--- src/rtl/sint_slice_acc.sv ---
// Signed slice accumulator: sums sext(A field)+sext(B field) over COUNT samples and holds the result.
// Optional build macro SINT_SLICE_ACC_SAT_EN clamps XOUT to the OUT_W signed range and flags OVF.
module sint_slice_acc #(
    parameter int WIDTH   = 8,
    parameter int SLICE_W = 4,
    parameter int LO_A    = 0,
    parameter int LO_B    = 1,
    parameter int OUT_W   = 4,
    parameter int COUNT   = 4
) (
    input  logic                    CLK,
    input  logic                    RST_N,
    input  logic                    IN_VALID,
    output logic                    IN_READY,
    input  logic signed [WIDTH-1:0] A,
    input  logic signed [WIDTH-1:0] B,
    output logic                    OUT_VALID,
    input  logic                    OUT_READY,
    output logic signed [OUT_W-1:0] XOUT,
    output logic                    OVF
);

    localparam int TERM_W = SLICE_W + 1;
    localparam int ACC_W  = SLICE_W + 1 + $clog2(COUNT);
    localparam int EXT_W  = (ACC_W > OUT_W) ? ACC_W : OUT_W;
    localparam int CNT_W  = (COUNT > 1) ? $clog2(COUNT) : 1;
    localparam logic [CNT_W-1:0] CNT_LAST = CNT_W'(COUNT - 1);

    typedef enum logic [0:0] {
        ST_ACC  = 1'b0,
        ST_HOLD = 1'b1
    } state_t;

    state_t                    state_q, state_d;
    logic signed [ACC_W-1:0]   acc_q, acc_d;
    logic [CNT_W-1:0]          cnt_q, cnt_d;
    logic signed [OUT_W-1:0]   xout_q, xout_d;
    logic                      ovf_q, ovf_d;

    logic signed [SLICE_W-1:0] fa_s;
    logic signed [SLICE_W-1:0] fb_s;
    logic signed [TERM_W-1:0]  term_s;
    logic signed [ACC_W-1:0]   acc_sum_s;
    logic                      unused_in_s;

    // Wrap mapping: sign-extend first so OUT_W wider than the accumulator still works.
    function automatic logic signed [OUT_W-1:0] map_wrap(input logic signed [ACC_W-1:0] v);
        logic signed [EXT_W-1:0] e;
        e = EXT_W'(v);
        return OUT_W'(e);
    endfunction

`ifdef SINT_SLICE_ACC_SAT_EN
    localparam logic signed [EXT_W-1:0] SAT_MAX = {{(EXT_W-OUT_W+1){1'b0}}, {(OUT_W-1){1'b1}}};
    localparam logic signed [EXT_W-1:0] SAT_MIN = {{(EXT_W-OUT_W+1){1'b1}}, {(OUT_W-1){1'b0}}};

    function automatic logic signed [OUT_W-1:0] map_sat(input logic signed [ACC_W-1:0] v);
        logic signed [EXT_W-1:0] e;
        e = EXT_W'(v);
        if (e > SAT_MAX) begin
            e = SAT_MAX;
        end else if (e < SAT_MIN) begin
            e = SAT_MIN;
        end else begin
            e = e;
        end
        return OUT_W'(e);
    endfunction

    function automatic logic sat_hit(input logic signed [ACC_W-1:0] v);
        logic signed [EXT_W-1:0] e;
        e = EXT_W'(v);
        return (e > SAT_MAX) || (e < SAT_MIN);
    endfunction
`endif

    assign fa_s        = A[LO_A +: SLICE_W];
    assign fb_s        = B[LO_B +: SLICE_W];
    assign term_s      = TERM_W'(fa_s) + TERM_W'(fb_s);
    assign acc_sum_s   = acc_q + ACC_W'(term_s);
    assign unused_in_s = ^{A, B};

    // Next-state, accumulation and result capture.
    always_comb begin
        state_d = state_q;
        acc_d   = acc_q;
        cnt_d   = cnt_q;
        xout_d  = xout_q;
        ovf_d   = ovf_q;
        case (state_q)
            ST_ACC: begin
                if (IN_VALID) begin
                    acc_d = acc_sum_s;
                    if (cnt_q == CNT_LAST) begin
                        state_d = ST_HOLD;
                        cnt_d   = {CNT_W{1'b0}};
`ifdef SINT_SLICE_ACC_SAT_EN
                        xout_d  = map_sat(acc_sum_s);
                        ovf_d   = sat_hit(acc_sum_s);
`else
                        xout_d  = map_wrap(acc_sum_s);
                        ovf_d   = 1'b0;
`endif
                    end else begin
                        cnt_d = cnt_q + CNT_W'(1);
                    end
                end else begin
                    acc_d = acc_q;
                end
            end
            ST_HOLD: begin
                // Input side is closed here; only the output handshake moves the FSM.
                if (OUT_READY) begin
                    state_d = ST_ACC;
                    acc_d   = {ACC_W{1'b0}};
                    cnt_d   = {CNT_W{1'b0}};
                end else begin
                    state_d = ST_HOLD;
                end
            end
            default: begin
                state_d = ST_ACC;
                acc_d   = {ACC_W{1'b0}};
                cnt_d   = {CNT_W{1'b0}};
            end
        endcase
    end

    // State, accumulator, counter and result registers.
    always_ff @(posedge CLK or negedge RST_N) begin
        if (!RST_N) begin
            state_q <= ST_ACC;
            acc_q   <= {ACC_W{1'b0}};
            cnt_q   <= {CNT_W{1'b0}};
            xout_q  <= {OUT_W{1'b0}};
            ovf_q   <= 1'b0;
        end else begin
            state_q <= state_d;
            acc_q   <= acc_d;
            cnt_q   <= cnt_d;
            xout_q  <= xout_d;
            ovf_q   <= ovf_d;
        end
    end

    assign IN_READY  = (state_q == ST_ACC);
    assign OUT_VALID = (state_q == ST_HOLD);
    assign XOUT      = xout_q;
    assign OVF       = ovf_q;

endmodule

--- config.mk ---
export PLATFORM = sky130hd
export DESIGN_NAME = sint_slice_acc
export DESIGN_NICKNAME = d
export VERILOG_FILES = /design/src/rtl/sint_slice_acc.sv
export SDC_FILE = /design/constraint.sdc
export NUM_CORES = 1
export LEC_CHECK = 0
export CAP_MARGIN = 40
export CORE_MARGIN = 2
export CORE_UTILIZATION = 44
export CTS_CLUSTER_DIAMETER = 200
export DETAILED_ROUTE_END_ITERATION = 7
export PLACE_DENSITY_LB_ADDON = 0.3
export SETUP_SLACK_MARGIN = 0.02
export SLEW_MARGIN = 20
export SYNTH_ARGS = -nofsm -noshare
export SYNTH_HDL_FRONTEND = slang
export SYNTH_SLANG_ARGS = --single-unit
--- constraint.sdc ---
create_clock -name CLK -period 6.1 [get_ports CLK]
set_input_delay 1.22 -clock CLK [delete_from_list [all_inputs] [get_ports CLK]]
set_output_delay 1.22 -clock CLK [all_outputs]
set_load 0.02 [all_outputs]
# [Word level (Yosys, flattened, before mapping)]
# Index checks and enable logic that the tools add are counted.
[op_classes] n_addsub=3 n_eq_ne=3 n_mux=11 bitwise=1 reduce_logical=2
[ops] cell="7-bit two-way mux" n=2
[ops] cell="7-bit case mux with 2 select lines" n=1
[ops] cell="7-bit by 5-bit adder with 7-bit output" n=1
[ops] cell="2-bit two-way mux" n=3
[ops] cell="4-bit by 4-bit adder with 5-bit output" n=1
[ops] cell="2-bit inequality test, second input constant" n=2
[ops] cell="2-bit case mux with 2 select lines" n=1
[ops] cell="1-bit two-way mux" n=3
[ops] cell="3-bit AND reduction" n=1
[ops] cell="2-bit by 1-bit adder with 2-bit output, second input constant" n=1
[ops] cell="2-bit == test, second input constant" n=1
[ops] cell="1-bit case mux with 2 select lines" n=1
[ops] cell="2-bit AND reduction" n=1
[ops] cell="1-bit inverter" n=1
[totals] regBits=14 elab_cells=24

# [Logic depth before layout (Yosys ltp)]
[logic_depth] depth_word=4 ltp_mapped=10 depth_no_buf=10

# [Worst setup path after synthesis]
# Ideal clock, no wire load.
[synth_timing] path_kind="input port to flip-flop" startpoint="input port A[1]" endpoint="register acc_q[3]" arrival_time_ns=2.858 t_required_ns=5.976 slack_ns=3.118 stages=10 path_cell_list="inv_1 > fa_1 > inv_1 > ha_1 > inv_1 > fa_1 > xnor2_1 > xnor2_1 > nand2_1 > mux2i_1"
[synth_via] elab_chain_cells=4
[synth_rtl] item="start, declared" line_no="15" source="input logic signed [WIDTH-1:0] A,"
[synth_rtl] item="4-bit by 4-bit adder with 5-bit output" line_no="79" source="assign term_s = TERM_W'(fa_s) + TERM_W'(fb_s);"
[synth_rtl] item="7-bit by 5-bit adder with 7-bit output" line_no="80" source="assign acc_sum_s = acc_q + ACC_W'(term_s);"
[synth_rtl] item="7-bit two-way mux" line_no="92" source="if (IN_VALID) begin"
[synth_rtl] item="7-bit case mux with 2 select lines" line_no="90" source="case (state_q)"
[synth_rtl] item="end signal, assigned" line_no="133" source="acc_q <= {ACC_W{1'b0}};"
[synth_rtl] item="end, declared" line_no="35" source="logic signed [ACC_W-1:0] acc_q, acc_d;"
# Every way passes these cells. The select of a mux whose other input is x is not followed.
# A chain may end at the register's enable or synchronous reset.

# [Worst setup path after layout]
# Same ends and word-level chain as after synthesis.

==> results.json <==
{
  "min_path_cells": 2,
  "fillers": 138,
  "ys_types": 20,
  "reg2reg_depth": 10,
  "async_flop_share": 1.00,
  "peakVddDrop_mv": 0.233,
  "antenna_found_initial": 0,
  "dp_hpwl_microns": 885,
  "die_h_microns": 43.2,
  "crit_arrival_ps": 3410,
  "cts_resized": 0,
  "outcome": "complete, no violations",
  "syn_avg_cell_area_sq_um": 10.7,
  "worst-path-max-fanout": 2,
  "setup_viol": 0,
  "grt_pass1_wl_mm": 1.90,
  "gp_congestion": 0.749,
  "start_util": 0.458,
  "htreeDepth": 1,
  "grt_pass1_vias": 444,
  "num_vias": 463,
  "cts_setup_buffers": 0,
  "timing.rr.end": "acc_q[3]",
  "syn_area_sq_um": 674,
  "crit_buf_inv": 4,
  "syn-num-nets": 89,
  "r2r_slack_ps": 3910,
  "dieArea_sq_um": 1860,
  "die_w_microns": 43.2,
  "hold_violations": 0,
  "grt_max_degree": 12,
  "slowest_stage": "fa_1",
  "crit_top_cell": "inv_1",
  "path_class": "in -> reg",
  "cts_hold_buf": 0,
  "numCtsBuffers": 3,
  "n_antenna_cell": 0,
  "timing.hold.ws_ps": 485,
  "via_per_inst": 4.77,
  "worstSkewPairLatency_ps": 260,
  "setup_tns_ps": 0,
  "grt.overflow.total": 0,
  "holdPathEnd": "XOUT[2]",
  "dr.pass1.iters": 4,
  "clk_pin_slew_ps": 70,
  "nets": 108,
  "drv_slew": 0,
  "fin_crit_ps": 3250,
  "synth_edf_count": 0,
  "route.detailed.drc": 0,
  "drive_above_1_share": 0.0864,
  "routed_wl_mm": 1.09,
  "netlist_instances": 63,
  "min_from": "XOUT[2]",
  "critPathCaptureType": "register",
  "multi_input_area_sq_um": 345,
  "critPathMaxStageDelay_ps": 460,
  "synthTopCellsByArea": "dfrtp_1 (41%), fa_1 (12%), mux2i_1 (7.4%), nand2_1 (5.6%), xnor2_1 (5.2%)",
  "yosysSeqAreaShare": 0.408,
  "rsz0062_at_grt": "no",
  "synth.largest_area_cell": "dfrtp_1",
  "seq_area_sq_um": 275,
  "critical_path.top_delay_family": "adder cells",
  "core-area_sq_um": 1470,
  "cp.depth": 11,
  "grt_use_total": 0.144,
  "cts_tree": "yes",
  "drtIter0Drc": 3,
  "post-route-period-util": 0.533,
  "area_growth_pct": 28.6,
  "synth_warnings": 0,
  "fmax_ghz": 0.307,
  "detail-route-antenna-nets": 0,
  "cts_root_buffer": "clkbuf_4",
  "ys_ff_latch": 11,
  "cp.required_ps": 6250,
  "clock-sinks": 11,
  "synthFlopType": "dfrtp_1",
  "rows": 14,
  "num_io_pins": 27,
  "synth_top_area_share": 0.408,
  "hold_path.class": "reg -> reg",
  "r2r_start": "acc_q[1]",
  "start_kind": "input port",
  "maxCapViolCount": 0,
  "p_per_area_nw_per_um2": 468,
  "clock_path_buffers": 2,
  "numPortBuffers": 17,
  "fin_skew_ps": 3.47,
  "p_leak_nw": 0.414,
  "path_cells": "clkdlybuf4s50_1 -> inv_1 -> fa_1 -> inv_1 -> ha_1 -> inv_1 -> fa_1 -> xnor2_1 -> xnor2_1 -> nand2_1 -> mux2i_1",
  "post_drt_wl_per_cell_microns": 11.2
}
## logic make-up (layout without fill, tap and decap cells)
kind of cell,Yosys count,after routing,synth area share
flops,11,11,0.408
mux,7,7,0.119
compound gates,8,8,0.0668
buf+inv,11,29,0.0798
other cells,1,1,0.00556
xor+xnor,4,4,0.0519
simple gates,15,15,0.113
fa+ha+maj,6,6,0.156
## synthesized netlist by cell type, drive strengths merged (2+ instances only)
master and n:
ha 2, o21ai 6, mux2i 5, inv 8, fa 4, nor2 2
xnor2 4, buf 3, mux2 2, dfrtp 11, nand2 11
## final cells by class
type / count / share of cell area
Clock buffer: 4 / 0.0303
Inverter: 8 / 0.0346
Timing Repair Buffer: 17 / 0.196
Tap cell: 16 / 0.0231
Sequential cell: 11 / 0.317
Multi-Input combinational cell: 41 / 0.398
## worst max-delay path by stage
stage                     startpoint        to  slack [ps]
after global placement          A[1]  acc_q[3]        2570
final                           A[1]  acc_q[3]        2850
after CTS                       A[1]  acc_q[3]        2850
after global routing            A[1]  acc_q[3]        2720
after floorplan                 A[1]  acc_q[3]        3120
after detailed placement        A[1]   XOUT[3]        2560
## metal layers
| layer | vias up | routed length (microns) | global-route usage |
|---|---|---|---|
| li1 | 233 | - | - |
| met1 | 218 | 452 | 0.185 |
| met2 | 12 | 555 | 0.221 |
| met3 | 0 | 78 | 0.0766 |
| met4 | 0 | 0 | 0.0182 |
| met5 | - | 0 | 0 |
## worst min-delay path: stages, from the launching register on
cell     delay (ps)
dfrtp_1         340
nand2_1          50
o21ai_0          60
## flip-flops by register name (all words and copies together) (netlist names)
signal	count
cnt_q	2
XOUT	4
acc_q	4
OUT_VALID	1
## cells in the final DEF (no fill, tap or decap), types with 3 or more instances in the layout
cell type,synthesis,layout
mux2i_1,5,5
dfrtp_1,11,11
xnor2_1,4,4
clkdlybuf4s50_1,0,17
nand2_1,10,10
o21ai_0,5,5
clkbuf_4,0,3
inv_1,8,8
fa_1,4,4
## per-stage QoR
step                       util  power, mW  setup slack (ps)  instance area, sq um  instances
after global routing      0.589      0.448              2720                   867         97
after floorplan               -      0.291              3120                   674         63
final                     0.589      0.405              2850                   867         97
after CTS                 0.589      0.413              2850                   867         97
after global placement    0.571      0.354              2570                   841         93
after detailed placement  0.571      0.363              2560                   841         93
## power by group
group / switching (mW) / leakage, nW / internal (mW)
Sequential: 0.0320 / 0.135 / 0.109
Clock: 0.0229 / 0.0150 / 0.0253
Combinational: 0.102 / 0.263 / 0.114
Power figures use the tool's default switching activity.
